<file path="src/rtl/wb_mem_ctrl_pkg.sv">
// Shared definitions for the Wishbone memory controller: address map pages,
// slave indices, controller states and the address decoder.
package wb_mem_ctrl_pkg;

    // Upper address halfword selecting each region.
    localparam logic [15:0] MemPage = 16'hb000;  // ROM (addr[15]=0) and SRAM (addr[15]=1)
    localparam logic [15:0] IoPage  = 16'hc000;

    // Slave index doubles as the bit position in o_s_cyc/o_s_stb/i_s_ack/i_s_stall.
    typedef enum logic [1:0] {
        SlvRom  = 2'd0,
        SlvSram = 2'd1,
        SlvIo   = 2'd2,
        SlvNone = 2'd3
    } slave_e;

    typedef enum logic [1:0] {
        StIdle,
        StBusy,
        StErr,
        StAbort
    } state_e;

    function automatic slave_e decode_addr(input logic [31:0] addr);
        if (addr[31:16] == MemPage) begin
            return addr[15] ? SlvSram : SlvRom;
        end
        if (addr[31:16] == IoPage) begin
            return SlvIo;
        end
        return SlvNone;
    endfunction

endpackage

</file>
<file path="src/rtl/wb_mem_ctrl_watchdog.sv">
// Slave-response watchdog. Counts cycles while run is high and no kick arrives;
// expired pulses on the cycle the count would reach TIMEOUT, then the count restarts.
// Ports:
//   clk, reset  clock, asynchronous active-low reset
//   run         counting enabled (controller waiting on a slave)
//   kick        progress seen (an ack was passed), clears the count
//   expired     one-cycle timeout indication
module wb_mem_ctrl_watchdog #(
    parameter int unsigned TIMEOUT = 255
) (
    input  logic clk,
    input  logic reset,
    input  logic run,
    input  logic kick,
    output logic expired
);

    logic [15:0] count_q, count_d;

    // The count reaches TIMEOUT on the edge where expired is sampled high.
    assign expired = run & ~kick & (count_q == 16'(TIMEOUT - 1));

    always_comb begin
        count_d = count_q + 16'd1;
        if (!run || kick || expired) begin
            count_d = '0;
        end
    end

    always_ff @(posedge clk or negedge reset) begin
        if (!reset) begin
            count_q <= '0;
        end else begin
            count_q <= count_d;
        end
    end

endmodule

</file>
<file path="src/rtl/wb_mem_ctrl.sv">
// Pipelined Wishbone memory controller between the CPU master and ROM/SRAM/IO slaves.
// Requests are decoded and forwarded combinationally to one slave at a time; acks and
// read data come back only from the slave that owns the outstanding transfers.
// Unmapped accesses and slave timeouts raise a one-cycle registered bus error.
// Ports:
//   clk, reset                 clock, asynchronous active-low reset
//   i_wb_*                     master request (cyc, stb, we, byte addr, write data)
//   o_wb_data/ack/stall/err    master response
//   o_s_cyc/stb                per-slave {io,sram,rom} cycle and strobe
//   o_s_we/addr/data           shared slave request (addr is word address [13:2])
//   i_s_ack/stall/data         per-slave responses, data packed {io,sram,rom}
module wb_mem_ctrl
    import wb_mem_ctrl_pkg::*;
#(
    parameter int unsigned MAX_OUTSTANDING = 4,
    parameter int unsigned TIMEOUT         = 255
) (
    input  logic        clk,
    input  logic        reset,
    input  logic        i_wb_cyc,
    input  logic        i_wb_stb,
    input  logic        i_wb_we,
    input  logic [31:0] i_wb_addr,
    input  logic [31:0] i_wb_data,
    output logic [31:0] o_wb_data,
    output logic        o_wb_ack,
    output logic        o_wb_stall,
    output logic        o_wb_err,
    output logic [2:0]  o_s_cyc,
    output logic [2:0]  o_s_stb,
    output logic        o_s_we,
    output logic [11:0] o_s_addr,
    output logic [31:0] o_s_data,
    input  logic [2:0]  i_s_ack,
    input  logic [2:0]  i_s_stall,
    input  logic [95:0] i_s_data
);

    state_e      state_q, state_d;
    slave_e      cur_slave_q, cur_slave_d;
    logic [3:0]  outstanding_q, outstanding_d;
    logic        err_q, err_d;

    slave_e      sel;
    logic        mapped, has_out, block, sel_stall, fwd, accept, ack_pass, expired;
    logic        cur_ack;
    logic [31:0] cur_data;
    logic [2:0]  cur_onehot;
    logic        unused_addr;

    assign unused_addr = ^{i_wb_addr[14], i_wb_addr[1:0]};

    assign sel     = decode_addr(i_wb_addr);
    assign mapped  = (sel != SlvNone);
    assign has_out = (outstanding_q != 4'd0);

    // New requests wait while recovering, while another slave still owes acks, or when full.
    assign block = ((state_q != StIdle) && (state_q != StBusy))
                 | (has_out && (sel != cur_slave_q))
                 | (outstanding_q == 4'(MAX_OUTSTANDING));

    always_comb begin
        case (sel)
            SlvRom:  sel_stall = i_s_stall[0];
            SlvSram: sel_stall = i_s_stall[1];
            SlvIo:   sel_stall = i_s_stall[2];
            default: sel_stall = 1'b0;
        endcase
    end

    assign o_wb_stall = i_wb_stb & (block | sel_stall);
    assign accept     = i_wb_cyc & i_wb_stb & ~o_wb_stall;
    assign fwd        = i_wb_cyc & i_wb_stb & ~block;

    assign o_s_stb = {fwd & (sel == SlvIo), fwd & (sel == SlvSram), fwd & (sel == SlvRom)};

    always_comb begin
        cur_onehot = 3'b000;
        cur_ack    = 1'b0;
        cur_data   = '0;
        case (cur_slave_q)
            SlvRom:  begin cur_onehot = 3'b001; cur_ack = i_s_ack[0]; cur_data = i_s_data[31:0];  end
            SlvSram: begin cur_onehot = 3'b010; cur_ack = i_s_ack[1]; cur_data = i_s_data[63:32]; end
            SlvIo:   begin cur_onehot = 3'b100; cur_ack = i_s_ack[2]; cur_data = i_s_data[95:64]; end
            default: ;
        endcase
    end

    assign o_s_cyc = (i_wb_cyc && state_q != StAbort) ?
                     ((has_out ? cur_onehot : 3'b000) | o_s_stb) : 3'b000;

    // Acks count only from the owning slave and only while something is outstanding.
    assign ack_pass  = has_out & cur_ack & (state_q != StAbort);
    assign o_wb_ack  = ack_pass;
    assign o_wb_data = has_out ? cur_data : '0;
    assign o_wb_err  = err_q;

    assign o_s_we   = i_wb_we;
    assign o_s_addr = i_wb_addr[13:2];
    assign o_s_data = i_wb_data;

    wb_mem_ctrl_watchdog #(
        .TIMEOUT (TIMEOUT)
    ) u_watchdog (
        .clk     (clk),
        .reset   (reset),
        .run     ((state_q == StBusy) && i_wb_cyc),
        .kick    (ack_pass),
        .expired (expired)
    );

    always_comb begin
        state_d       = state_q;
        cur_slave_d   = cur_slave_q;
        outstanding_d = outstanding_q;
        err_d         = 1'b0;

        if (accept && mapped) begin
            cur_slave_d = sel;
        end

        case ({accept && mapped, ack_pass})
            2'b10:   outstanding_d = outstanding_q + 4'd1;
            2'b01:   outstanding_d = outstanding_q - 4'd1;
            default: outstanding_d = outstanding_q;
        endcase

        unique case (state_q)
            StIdle: begin
                if (accept && mapped) begin
                    state_d = StBusy;
                end else if (accept) begin
                    // Unmapped request is swallowed: no strobe, no ack, error next cycle.
                    state_d = StErr;
                    err_d   = 1'b1;
                end
            end
            StBusy: begin
                if (!i_wb_cyc) begin
                    // Master abandoned the cycle; drop owed acks silently.
                    outstanding_d = '0;
                    state_d       = StAbort;
                end else if (expired) begin
                    outstanding_d = '0;
                    err_d         = 1'b1;
                    state_d       = StAbort;
                end else if (outstanding_d == 4'd0) begin
                    state_d = StIdle;
                end
            end
            StErr:   state_d = StIdle;
            StAbort: state_d = StIdle;
        endcase
    end

    always_ff @(posedge clk or negedge reset) begin
        if (!reset) begin
            state_q       <= StIdle;
            cur_slave_q   <= SlvRom;
            outstanding_q <= '0;
            err_q         <= 1'b0;
        end else begin
            state_q       <= state_d;
            cur_slave_q   <= cur_slave_d;
            outstanding_q <= outstanding_d;
            err_q         <= err_d;
        end
    end

endmodule

</file>
<file path="config.mk">
export PLATFORM = sky130hd
export DESIGN_NAME = wb_mem_ctrl
export DESIGN_NICKNAME = d
export VERILOG_FILES = /design/src/rtl/wb_mem_ctrl_pkg.sv /design/src/rtl/wb_mem_ctrl_watchdog.sv /design/src/rtl/wb_mem_ctrl.sv
export SDC_FILE = /design/constraint.sdc
export NUM_CORES = 1
export LEC_CHECK = 0
export BUFFER_PORTS_ARGS = -buffer_cell sky130_fd_sc_hd__buf_2
export CORE_AREA = 2 2 100 102
export CTS_CLUSTER_DIAMETER = 150
export DETAILED_ROUTE_END_ITERATION = 8
export DIE_AREA = 0 0 102 104
export PLACE_DENSITY = 0.67
export SETUP_SLACK_MARGIN = 0.3
export SYNTH_ARGS = -nofsm -noshare
export SYNTH_HDL_FRONTEND = slang
export SYNTH_SLANG_ARGS = --single-unit
</file>
<file path="constraint.sdc">
create_clock -name clk -period 9.5 [get_ports clk]
set_input_delay 1.425 -clock clk [delete_from_list [all_inputs] [get_ports clk]]
set_output_delay 1.425 -clock clk [all_outputs]
set_load 0.02 [all_outputs]
</file>
==> reports/metrics.yaml <==
setup_violations: 0
synth_flop_cell: "dfrtp_1"
worst_pin_slew_ns: 1.263
leakagePower_nw: 1.676
post_drt_wl_per_cell_um: 17.23
crit_required_ns: 8.08
rows: 36
outcome: "complete, no violations"
multiInputGateArea_sq_mm: 0.001834
route.detailed.drc: 0
grt_pass1_vias: 2924
cp.arrival_ns: 3.22
cts_buffers: 3
grt_pass1_wl_mm: 15.67
path_class: "in -> out"
hold_buffers: 0
die_w_um: 102
postCtsSetupBuffers: 0
io_buffers: 163
routed_wl_mm: 10.72
htreeDepth: 1
synth_warnings: 0
syn_to_final_growth_pct: 22.01
yosys.area.top_type: "dfrtp_1"
path_cells: "buf_2, nor3b_1, nor4b_2, a2111oi_4, nand3_1, a21oi_1, buf_2"
cts_tree: "built"
synth.avg_cell_area_sq_um: 7.497
ys_ff_latch: 25
synthCells: 386
end_kind: "output port"
drt_iter0_drc: 163
finalHoldWorstSlack_ns: 0.4897
rrSetupSlack_ns: 5.75
power_density_mw_per_mm2: 127.5
worstHoldPathType: "reg -> reg"
start_util: 0.3031
n_antenna_cell: 0
r2r-start: "cur_slave_q[1]$_DFFE_PN0P_"
final_antenna_net_count: 0
hold_path_startpoint: "u_watchdog.count_q[0]$_DFF_PN0_"
routabilityCongestion: 0.9646
syn-num-nets: 563
seqCellArea_sq_um: 626.9
path_clk_slew_ns: 0.10
drv_slew: 0
grt_setup_unrepaired: "false"
cts_root_buf: "clkbuf_8"
avgViaCountPerCell: 4.941
post_cts_resized: 0
drt_pass1_iterations: 4
fillCellCount: 1043
hpwl_mm: 8.950
fin_worst_skew_ns: 0.006975
async_flop_share: 1.000
syn_area_sq_mm: 0.002894
grt-ovfl-total: 0
max_freq_mhz: 215.2
num_vias: 3073
synth_top_area_share: 0.2162
design_area_sq_mm: 0.003531
synth_seq_area_share: 0.2162
pin_count: 257
grt_max_degree: 48
post-route-period-util: 0.4892
worstPathMaxFanout: 6
critPathMaxStageDelay_ns: 0.48
synth_area_leaders: "dfrtp_1, mux2i_1, nor2_1"
critical_path.slowest_cell: "a2111oi_4"
clk_path_buf_depth: 2
grt_use_total: 0.1903
crit_path_frequent_cell: "buf_2"
place_area_sq_mm: 0.003481
drv_cap: 0
layout-drive-gt1-share: 0.3783
startpoint: "i_wb_addr[29]"
slew-limit-headroom: 0.1581
min_period_ns: 4.648
start_kind: "input port"
cts_sinks: 25
die_h_um: 104
antenna_found_initial: 0
timing.setup.tns_ns: 0
design.die.area_sq_mm: 0.01061
synth.distinct_cells: 53
core-area_sq_mm: 0.009549
final_nets: 667
final_hold_viol_count: 0
ir_drop_uv: 59.81
synth_edf_count: 0
clk_latency_ns: 0.28
==> layout by cell type (no fill, tap or decap), drive strengths merged, types with 7 or more instances in the layout <==
master and instances:
mux2i 36, xor2 9, nand3 11, xnor2 9
a21oi 42, nand2 12, inv 7, buf 165
dfrtp 25, nor3 7, nor2 95
==> per-layer routing <==
metal	global-route usage	vias to the layer above	share of wire
met5	0	-	0
met4	0.05905	0	0.026
met3	0.04368	30	0.083
met2	0.2998	113	0.45
met1	0.2566	1437	0.44
li1	-	1493	-
==> state kept, by name, indices dropped and copies added, names as in the netlist <==
name	count
state_q	2
o_wb_err	1
cur_slave_q	2
outstanding_q	4
u_watchdog.count_q	16
==> final cells by class <==
type / instances / share of cell area
Clock inverter: 1 / 0.002481
Clock buffer: 3 / 0.01169
Inverter: 6 / 0.006378
Sequential cell: 25 / 0.1775
Tap cell: 133 / 0.04713
Multi-Input combinational cell: 289 / 0.5195
Timing Repair Buffer: 165 / 0.2353
==> cells by family after synthesis <==
kind of cell               count (synthesis)  synth area share
and+or+nand+nor                          165            0.2810
buffers and inverters                     72            0.1539
AOI/OAI and AO/OA                         64            0.1414
muxes                                     36            0.1245
DFF                                       25            0.2162
xor gates and xnor gates                  18           0.05448
adders and majority gates                  6           0.02853
==> power breakdown <==
group	switching, mW	total [mW]	internal [mW]
sequential	0.0256	0.141	0.115
clock	0.0382	0.0690	0.0308
combinational	0.146	0.240	0.0941
total	0.210	0.450	0.240
==> stage by stage <==
| stage | total power, mW | std cells | worst slack (ns) | utilization |
|---|---|---|---|---|
| 2_1_floorplan | 0.3116 | 386 | 5.216 | - |
| 3_3_place_gp | 0.3761 | 618 | 4.870 | 0.3645 |
| 6_report | 0.4503 | 622 | 4.852 | 0.3698 |
| 5_1_grt | 0.4846 | 622 | 4.693 | 0.3698 |
| 3_5_place_dp | 0.3828 | 618 | 4.880 | 0.3645 |
| 4_1_cts | 0.4530 | 622 | 4.880 | 0.3698 |
==> synthesized netlist by cell type (6+ instances only) <==
master and number:
a21oi_1 42, and3_1 6, nand3_1 11, xnor2_1 9
nor2_1 95, nor3_1 6, dfrtp_1 25, buf_4 45
nand2_1 12, mux2i_1 36, clkbuf_1 15, xor2_1 9
inv_1 6
==> critical path: cells and delay by family <==
| family | cells | cell delay (ns) |
|---|---|---|
| AND/OR/NAND/NOR | 3 | 0.80 |
| AO/OA/AOI/OAI | 2 | 0.67 |
| buffers and inverters | 2 | 0.32 |
==> final timing paths <==
path                                                   endpoint  cells past startpoint
worst max-delay path                                 o_s_cyc[2]                      7
worst min-delay path            u_watchdog.count_q[0]$_DFF_PN0_                      1
worst max register to register           state_q[0]$_DFFE_PN0P_                     10
worst min register to register  u_watchdog.count_q[0]$_DFF_PN0_                      1
max in group asynchronous            cur_slave_q[1]$_DFFE_PN0P_                      1
min in group asynchronous       u_watchdog.count_q[5]$_DFF_PN0_                      1
(Power assumes the default switching activity.)
